--- src/rtl/bcd_pkg.sv ---
// Shared definitions for the BCD sequential multiplier.
package bcd_pkg;

    localparam int DIGIT_W = 4;
    localparam int BCD_MAX = 9;

    typedef enum logic [1:0] {
        IDLE  = 2'd0,
        SHIFT = 2'd1,
        ADD   = 2'd2,
        DONE  = 2'd3
    } state_t;

endpackage

--- src/rtl/bcd_digit_adder.sv ---
// One decimal digit of a ripple BCD adder with +6 correction.
import bcd_pkg::*;

module bcd_digit_adder (
    input  logic [DIGIT_W-1:0] a,
    input  logic [DIGIT_W-1:0] b,
    input  logic               cin,
    output logic [DIGIT_W-1:0] sum,
    output logic               cout
);

    logic [DIGIT_W:0] raw;
    logic [DIGIT_W:0] fixed;

    assign raw   = {1'b0, a} + {1'b0, b} + {{DIGIT_W{1'b0}}, cin};
    assign cout  = raw > (DIGIT_W+1)'(BCD_MAX);
    assign fixed = raw + (DIGIT_W+1)'(6);
    assign sum   = cout ? fixed[DIGIT_W-1:0] : raw[DIGIT_W-1:0];

endmodule

--- src/rtl/bcd_seq_multiplier.sv ---
// Digit-serial BCD multiplier: shift-by-ten then repeated BCD addition.
import bcd_pkg::*;

module bcd_seq_multiplier #(
    parameter int DIGITS = 2
) (
    input  logic                  clk,
    input  logic                  rst,
    input  logic                  start,
    input  logic [4*DIGITS-1:0]   x,
    input  logic [4*DIGITS-1:0]   y,
    output logic                  busy,
    output logic                  done,
    output logic                  err,
    output logic [8*DIGITS-1:0]   product
);

    localparam int AW = 8 * DIGITS;

    state_t              state;
    logic [4*DIGITS-1:0] xr;
    logic [4*DIGITS-1:0] yr;
    logic [AW-1:0]       acc;
    logic [AW-1:0]       acc_sum;
    logic [AW-1:0]       xe;
    logic [3:0]          cnt;
    logic [1:0]          idx;
    logic                err_pend;
    logic [2*DIGITS:0]   carry;
    logic                unused_carry;

    function automatic logic all_bcd(input logic [4*DIGITS-1:0] v);
        all_bcd = 1'b1;
        for (int i = 0; i < DIGITS; i++)
            if (v[4*i +: 4] > 4'(BCD_MAX))
                all_bcd = 1'b0;
    endfunction

    assign xe           = {{(4*DIGITS){1'b0}}, xr};
    assign carry[0]     = 1'b0;
    assign unused_carry = carry[2*DIGITS];

    for (genvar g = 0; g < 2*DIGITS; g++) begin : g_add
        bcd_digit_adder u_dig (
            .a    (acc[4*g +: 4]),
            .b    (xe[4*g +: 4]),
            .cin  (carry[g]),
            .sum  (acc_sum[4*g +: 4]),
            .cout (carry[g+1])
        );
    end

    assign busy = (state != IDLE);

    always_ff @(posedge clk or posedge rst) begin
        if (rst) begin
            state    <= IDLE;
            xr       <= '0;
            yr       <= '0;
            acc      <= '0;
            cnt      <= '0;
            idx      <= '0;
            err_pend <= 1'b0;
            done     <= 1'b0;
            err      <= 1'b0;
            product  <= '0;
        end else begin
            done <= 1'b0;
            err  <= 1'b0;
            unique case (state)
                IDLE: begin
                    if (start) begin
                        if (all_bcd(x) && all_bcd(y)) begin
                            xr    <= x;
                            yr    <= y;
                            acc   <= '0;
                            idx   <= 2'(DIGITS - 1);
                            state <= SHIFT;
                        end else begin
                            err_pend <= 1'b1;
                            product  <= '0;
                            state    <= DONE;
                        end
                    end
                end
                SHIFT: begin
                    acc   <= {acc[AW-5:0], 4'b0000};
                    cnt   <= yr[4*int'(idx) +: 4];
                    state <= ADD;
                end
                ADD: begin
                    if (cnt != 4'd0) begin
                        acc <= acc_sum;
                        cnt <= cnt - 4'd1;
                    end else if (idx != 2'd0) begin
                        idx   <= idx - 2'd1;
                        state <= SHIFT;
                    end else begin
                        done    <= 1'b1;
                        product <= acc;
                        state   <= DONE;
                    end
                end
                DONE: begin
                    // an illegal operand reports one cycle after entering DONE
                    if (err_pend) begin
                        done     <= 1'b1;
                        err      <= 1'b1;
                        err_pend <= 1'b0;
                    end
                    state <= IDLE;
                end
                default: state <= IDLE;
            endcase
        end
    end

endmodule
--- config.mk ---
export PLATFORM = sky130hd
export DESIGN_NAME = bcd_seq_multiplier
export DESIGN_NICKNAME = d
export VERILOG_FILES = /design/src/rtl/bcd_pkg.sv /design/src/rtl/bcd_digit_adder.sv /design/src/rtl/bcd_seq_multiplier.sv
export SDC_FILE = /design/constraint.sdc
export NUM_CORES = 1
export LEC_CHECK = 0
export CAP_MARGIN = 15
export CORE_MARGIN = 2
export CORE_UTILIZATION = 40
export CTS_CLUSTER_DIAMETER = 100
export CTS_CLUSTER_SIZE = 20
export DETAILED_ROUTE_END_ITERATION = 6
export PLACE_DENSITY = 0.69
export SYNTH_ARGS = -nofsm -noshare
export SYNTH_HDL_FRONTEND = slang
export SYNTH_SLANG_ARGS = --single-unit
--- constraint.sdc ---
create_clock -name clk -period 7.05 [get_ports clk]
set_input_delay 1.7625 -clock clk [delete_from_list [all_inputs] [get_ports clk]]
set_output_delay 1.7625 -clock clk [all_outputs]
set_load 0.01 [all_outputs]
# ---- Yosys cells after proc, flatten, opt, wreduce, memory -nomap -nowiden
# Index checks and enable logic that the tools add are counted.
dict set report totals {
  inputBits 19
  wordCells 97
  reg_bits 59
  out_inout_bits 19
}
dict set report classes {
  add_sub_neg 11
  n_eq_ne 10
  order_cmp 8
  n_reduce_logical 16
  n_shift 1
  mux 41
}
# cell n
set op_table {}
lappend op_table {{$mux 16} 7}
lappend op_table {{$pmux 16 s3} 1}
lappend op_table {{$pmux 16 s2} 1}
lappend op_table {{$gt 5x4->1 const B} 4}
lappend op_table {{$mux 4} 5}
lappend op_table {{$add 4x3->4 const B} 4}
lappend op_table {{$gt 4x4->1 const B} 4}
lappend op_table {{$mux 2} 8}
lappend op_table {{$mux 1} 14}
lappend op_table {{$ne 2x2->1 const B} 7}
lappend op_table {{$add 4x1->5} 2}
lappend op_table {{$add 4x4->5} 2}
lappend op_table {{$reduce_and 5->1} 2}
lappend op_table {{$reduce_bool 2->1} 5}
lappend op_table {{$pmux 2 s4} 1}
lappend op_table {{$pmux 4 s2} 1}
lappend op_table {{$shiftx 8x5->4} 1}
lappend op_table {{$reduce_and 3->1} 2}
lappend op_table {{$add 5x1->5} 1}
lappend op_table {{$eq 2x2->1 const B} 2}
lappend op_table {{$pmux 1 s2} 2}
lappend op_table {{$pmux 2 s2} 1}
lappend op_table {{$reduce_and 2->1} 2}
lappend op_table {{$reduce_and 4->1} 1}
lappend op_table {{other kinds (7)} 7}

# ---- Depth between registers and ports, before layout
dict set report logic_depth {
  word_depth 11
  mapped_depth 27
  ltp_nobuf 27
}

# ---- Modules after synthesis
# From an unflattened synthesis, not the netlist that was laid out.
dict set report hier_totals {
  cells_unflattened 317
  area_unflattened_um2 3683.5
}
# module seq_area_each_um2 cells_per_inst n_inst area_each_um2
set modules_own_cells {}
lappend modules_own_cells {bcd_seq_multiplier 1476.4 229 1 2837.7}
lappend modules_own_cells {bcd_digit_adder 0.0 22 4 211.5}

# ---- Worst setup path after synthesis
# No wires, ideal clock.
dict set report synth_timing {
  path_type {reg2reg}
  startpoint {reg acc[0]}
  endpoint {reg acc[13]}
  path_buffers 0
  arrival_ns 5.327
  stages_incl_launch_ff 27
  required_ns 6.924
  period_less_slack_ns 5.453
  setup_time_ns 0.126
  path_slack_ns 1.597
  path_cell_list {dfrtp_1 ha_1 inv_1 fa_1 xor2_1 a21oi_1 nor3_1 fa_1 inv_1 fa_1 a311oi_2 o21ai_0 ha_1 ha_1 xnor2_1 ha_1 nand2b_1 nand2_1 o21ai_0 ha_1 nand2_1 xnor2_1 ha_1 nor2b_1 o21ai_0 o21ai_0 a221o_1}
}
dict set report synth_between {
  elab_chain_cells 11
  word_cells_on_any_way 12
  cone_classes {5 x add/sub; 4 x order compare; 3 x mux}
}
# element line
set synth_lines {}
lappend synth_lines {{start, declared} bcd_seq_multiplier.sv:23} ;# logic [AW-1:0] acc;
lappend synth_lines {{start signal, assigned} bcd_seq_multiplier.sv:87} ;# acc <= {acc[AW-5:0], 4'b0000};
lappend synth_lines {{start signal, assigned} bcd_seq_multiplier.sv:93} ;# acc <= acc_sum;
lappend synth_lines {{$add 4x4->5 *} bcd_digit_adder.sv:15} ;# assign raw = {1'b0, a} + {1'b0, b} + {{DIGIT_W{1'b0}}, cin};
lappend synth_lines {{$gt 5x4->1 *} bcd_digit_adder.sv:16} ;# assign cout = raw > (DIGIT_W+1)'(BCD_MAX);
lappend synth_lines {{$add 5x1->5 *} bcd_digit_adder.sv:15}
lappend synth_lines {{$gt 5x4->1 *} bcd_digit_adder.sv:16}
lappend synth_lines {{$add 4x1->5 *} bcd_digit_adder.sv:15}
lappend synth_lines {{$gt 5x4->1 *} bcd_digit_adder.sv:16}
lappend synth_lines {{$add 4x1->5 *} bcd_digit_adder.sv:15}
lappend synth_lines {{$add 4x3->4 or $gt 5x4->1 (tied branches)} {bcd_digit_adder.sv:17, bcd_digit_adder.sv:16}}
lappend synth_lines {{$mux 4 *} bcd_digit_adder.sv:18} ;# assign sum = cout ? fixed[DIGIT_W-1:0] : raw[DIGIT_W-1:0];
lappend synth_lines {{$mux 16 *} bcd_seq_multiplier.sv:92} ;# if (cnt != 4'd0) begin
lappend synth_lines {{$pmux 16 s3 *} bcd_seq_multiplier.sv:70} ;# unique case (state)
# Every way passes the cells marked *; elsewhere a longest branch is shown, timed or not. The select of a mux whose other input is x is not followed.
# A chain may end at the register's enable or synchronous reset.

# ---- Worst setup path after layout
# Ends and elaborated chain as after synthesis.

==> impl_metrics.ini <==
[outcome]
status = finished clean

[sta]
finalWorstPathRequiredPeriod_ns = 6.07
worst_clock_skew_ns = 0.0154
worst_slew_margin_rel_pct = 31.6
achievable-frequency_mhz = 165
timing.final.crit_share_pct = 86.1
drv_slew = 0
hold_violations = 0
rsz_0062_raised_after_global_routing = false
worstMarginPinSlew_ns = 1.01
setup-tns-final_ns = 0
setup_violations = 0

[cts]
post_cts.resized_instances = 0
clk_transition_reported_paths_ns = 0.08
insertion_delay_ns = 0.36
post-cts-setup-buffer-count = 0
clock_sink_count = 59
clock_tree_from_tritoncts = done
cts_buffers = 9
cts_root_buf = sky130_fd_sc_hd__clkbuf_8
post_cts_hold_buffer_count = 0
h-tree-depth = 3
cts-root-to-sink-buffers = 2

[worst_setup_path]
critical_path_class = register to register
cpMostUsedCell = sky130_fd_sc_hd__ha_1
timing.critical_path.arrival_ns = 6.32
critical_path.endpoint_type = register
critical_path.slowest_cell = sky130_fd_sc_hd__fa_1
critical_path.startpoint_type = register
critical_path_required_ns = 7.30
timing.critical_path.fanout_max = 5
maximum_cell_stage_delay_along_the_critical_path_ns = 0.46

[yosys]
most_used_flip_flop_cell_after_synthesis = sky130_fd_sc_hd__dfrtp_1
synth_area_per_inst_um2 = 9.32
asyncSetResetFlopFracSynth_pct = 100
synth_largest_type_area_fraction_pct = 39.3
syn_nets = 448
synth.lib_cells_used.distinct = 65
synth.yosys.seq_area_share_pct = 39.3
synth.cell_area_mm2 = 0.00376
yosysWarningCount = 0
netlist_top_cells_area = sky130_fd_sc_hd__dfrtp_1 (39%), sky130_fd_sc_hd__ha_1 (7.7%), sky130_fd_sc_hd__nand2_1 (5.5%), sky130_fd_sc_hd__o21ai_0 (5.3%), sky130_fd_sc_hd__mux2_2 (5.1%)
number_of_enable_flip_flop_cells_after_synthesis = 0
postSynthCellCount = 403
netlist.top_cell.by_area = sky130_fd_sc_hd__dfrtp_1
synth.ff_latch_count = 59

[die]
design.portCount = 38
placeableCoreArea_mm2 = 0.00920
rows = 35
die-area_mm2 = 0.0102
chipWidth_um = 101
starting_density_of_the_core_pct = 40.8
fp.dieH_um = 101

[power_and_ir_drop]
vdd_ir_drop_max_uv = 198
p_leak_nw = 1.95
power.switching_mw = 0.966
share_comb_of_total_power_pct = 57.5
internal-power_mw = 1.18
switching_share_pct = 45.1
power_frac_clock_pct = 16.1
powerDensity_mw_per_mm2 = 485
sequentialPowerShare_pct = 26.4

[final_layout]
layout-area-overhead-vs-synth_pct = 17.6
postLayoutCoreUtil_pct = 48.0
antennaDiodeCount = 0
finalNetCount = 478
final_layout_size_suffix_gt1_share_pct = 10.8
finish.instance_area_mm2 = 0.00442

[routing]
wl_mm = 8.38
antenna_left = 0
wl_per_cell_um = 15.3
detailedRoute.firstPassIterationCount = 5
drt-vias-per-instance = 5.64
detailedRoute.firstIterationViolations = 226
vias = 3089
drcViolationCount = 0

[place]
place_congestion = 0.957
placement.io_buffers = 37
hpwlAfterDp_mm = 6.00
detailed_place.area_mm2 = 0.00419

[global_routing]
globalRouteOverflowTotal = 0
initial_antenna_violation_count = 0
via_count_of_the_first_global_routing_pass = 2962
track_usage_pct = 17.6
grt_pass1_wl_mm = 14.0
pin_count_of_the_biggest_net_entering_global_routing = 60

[hold_path]
timing.hold.worst.class = register to register

[job]
max_cap_violations = 0
flip-flops by register name, summed over array words and instances, names as in the netlist:
| signal | count |
|---|---|
| idx | 2 |
| err_pend | 1 |
| yr | 8 |
| cnt | 4 |
| xr | 8 |
| state | 2 |
| done | 1 |
| product | 16 |
| err | 1 |
| acc | 16 |
cells in the mapped netlist, types with 2 or more instances:
library cell	n
sky130_fd_sc_hd__nand4_1	3
sky130_fd_sc_hd__o211ai_1	3
sky130_fd_sc_hd__buf_2	12
sky130_fd_sc_hd__o31ai_1	9
sky130_fd_sc_hd__fa_1	3
sky130_fd_sc_hd__ha_1	23
sky130_fd_sc_hd__o21ai_0	40
sky130_fd_sc_hd__nand3b_1	3
sky130_fd_sc_hd__nor2_1	22
sky130_fd_sc_hd__clkbuf_1	9
sky130_fd_sc_hd__a22oi_1	3
sky130_fd_sc_hd__inv_1	22
sky130_fd_sc_hd__nor3_1	7
sky130_fd_sc_hd__and3_1	3
sky130_fd_sc_hd__mux2_2	17
sky130_fd_sc_hd__a21oi_1	13
sky130_fd_sc_hd__mux2i_1	9
sky130_fd_sc_hd__nand3_1	8
sky130_fd_sc_hd__a221o_1	2
sky130_fd_sc_hd__o211a_1	3
sky130_fd_sc_hd__o41ai_1	2
sky130_fd_sc_hd__nand2_1	55
sky130_fd_sc_hd__xnor2_1	5
sky130_fd_sc_hd__a31oi_1	8
sky130_fd_sc_hd__o211ai_2	2
sky130_fd_sc_hd__and2_1	3
sky130_fd_sc_hd__nor2b_1	3
sky130_fd_sc_hd__o2bb2ai_1	2
sky130_fd_sc_hd__a211oi_1	2
sky130_fd_sc_hd__a32oi_1	3
sky130_fd_sc_hd__a21o_1	4
sky130_fd_sc_hd__nand2b_1	2
sky130_fd_sc_hd__or3_1	5
sky130_fd_sc_hd__xor2_1	4
sky130_fd_sc_hd__dfrtp_1	59
path summary, 6_finish.rpt:
path	cells past startpoint	startpoint	to	slack, ns
hold / removal	2	product[8]	product[8]	0.48
setup reg to reg	26	acc[0]	acc[13]	0.98
max in group asynchronous	3	rst	product[13]	4.60
hold reg to reg	2	product[8]	product[8]	0.48
setup / recovery	26	acc[0]	acc[13]	0.98
min in group asynchronous	3	rst	acc[15]	1.94
cell families (layout without fill, tap and decap cells):
logic type | after synthesis | after routing | share of synthesized area (%)
and+or+nand+nor | 123 | 123 | 15.8
adders and majority gates | 26 | 26 | 9.26
DFF | 59 | 59 | 39.3
AOI/OAI and AO/OA | 112 | 112 | 20.3
xor gates and xnor gates | 10 | 10 | 2.53
muxes | 26 | 26 | 7.50
buffers and inverters | 47 | 81 | 5.30
cells in the final DEF, fill, tap and decap left out, types with 3 or more instances in the layout:
master / netlist / layout
sky130_fd_sc_hd__dfrtp_1: 59 / 59
sky130_fd_sc_hd__nand2_1: 55 / 55
sky130_fd_sc_hd__o21ai_0: 40 / 40
sky130_fd_sc_hd__clkdlybuf4s50_1: 0 / 37
sky130_fd_sc_hd__ha_1: 23 / 23
sky130_fd_sc_hd__nor2_1: 22 / 22
sky130_fd_sc_hd__inv_1: 22 / 21
sky130_fd_sc_hd__mux2_2: 17 / 17
sky130_fd_sc_hd__a21oi_1: 13 / 13
sky130_fd_sc_hd__clkbuf_8: 0 / 10
sky130_fd_sc_hd__o31ai_1: 9 / 9
sky130_fd_sc_hd__mux2i_1: 9 / 9
sky130_fd_sc_hd__nand3_1: 8 / 8
sky130_fd_sc_hd__a31oi_1: 8 / 8
sky130_fd_sc_hd__nor3_1: 7 / 7
sky130_fd_sc_hd__or3_1: 5 / 5
sky130_fd_sc_hd__xnor2_1: 5 / 5
sky130_fd_sc_hd__a21o_1: 4 / 4
sky130_fd_sc_hd__xor2_1: 4 / 4
sky130_fd_sc_hd__buf_4: 0 / 4
sky130_fd_sc_hd__nand4_1: 3 / 3
sky130_fd_sc_hd__nor2b_1: 3 / 3
sky130_fd_sc_hd__o211a_1: 3 / 3
sky130_fd_sc_hd__nand3b_1: 3 / 3
sky130_fd_sc_hd__o211ai_1: 3 / 3
sky130_fd_sc_hd__and2_1: 3 / 3
sky130_fd_sc_hd__a22oi_1: 3 / 3
sky130_fd_sc_hd__and3_1: 3 / 3
sky130_fd_sc_hd__a32oi_1: 3 / 3
sky130_fd_sc_hd__fa_1: 3 / 3
per-layer routing:
metal,GRT usage [%],part of all wire (%),vias up
met5,0,0,-
met4,7.28,1.8,0
met3,3.40,3.4,13
met2,29.2,50,71
met1,22.5,45,1503
li1,-,-,1502
stage by stage:
stage          hold WS (ns)  setup slack [ns]  cells  power [mW]
4_1_cts               0.488             0.969    547        2.13
5_1_grt               0.505             0.409    548        2.32
3_3_place_gp          0.468              1.23    532        1.74
3_5_place_dp          0.472             0.975    532        1.78
6_report              0.482             0.979    548        2.14
2_1_floorplan         0.475              1.60    403        1.48
power groups by stage:
stage | clock [mW] | sequential (mW) | combinational, mW
5_1_grt | 0.373 | 0.583 | 1.37
3_5_place_dp | 0 | 0.572 | 1.20
4_1_cts | 0.354 | 0.566 | 1.21
6_report | 0.346 | 0.565 | 1.23
3_3_place_gp | 0 | 0.567 | 1.17
2_1_floorplan | 0 | 0.537 | 0.946
area by class of cell:
cell class	count	area [um^2]
fillers	839	4780
multi-input cells	297	2080
flip-flops and latches	59	1480
repair buffers	42	415
clock buffers	11	141
well taps	111	139
inverters	24	90.1
clock inverters	4	75.1
worst max-delay path: cells and delay by family, from the launching register on:
kind                     cells  cell delay [ns]
AO/OA/AOI/OAI                7             1.53
XOR/XNOR                     3             0.71
adder cells (fa/ha/maj)      9             2.54
buffers and inverters        2             0.10
flip-flops                   1             0.39
AND/OR/NAND/NOR              5             0.67
Power figures use the tool's default switching activity.
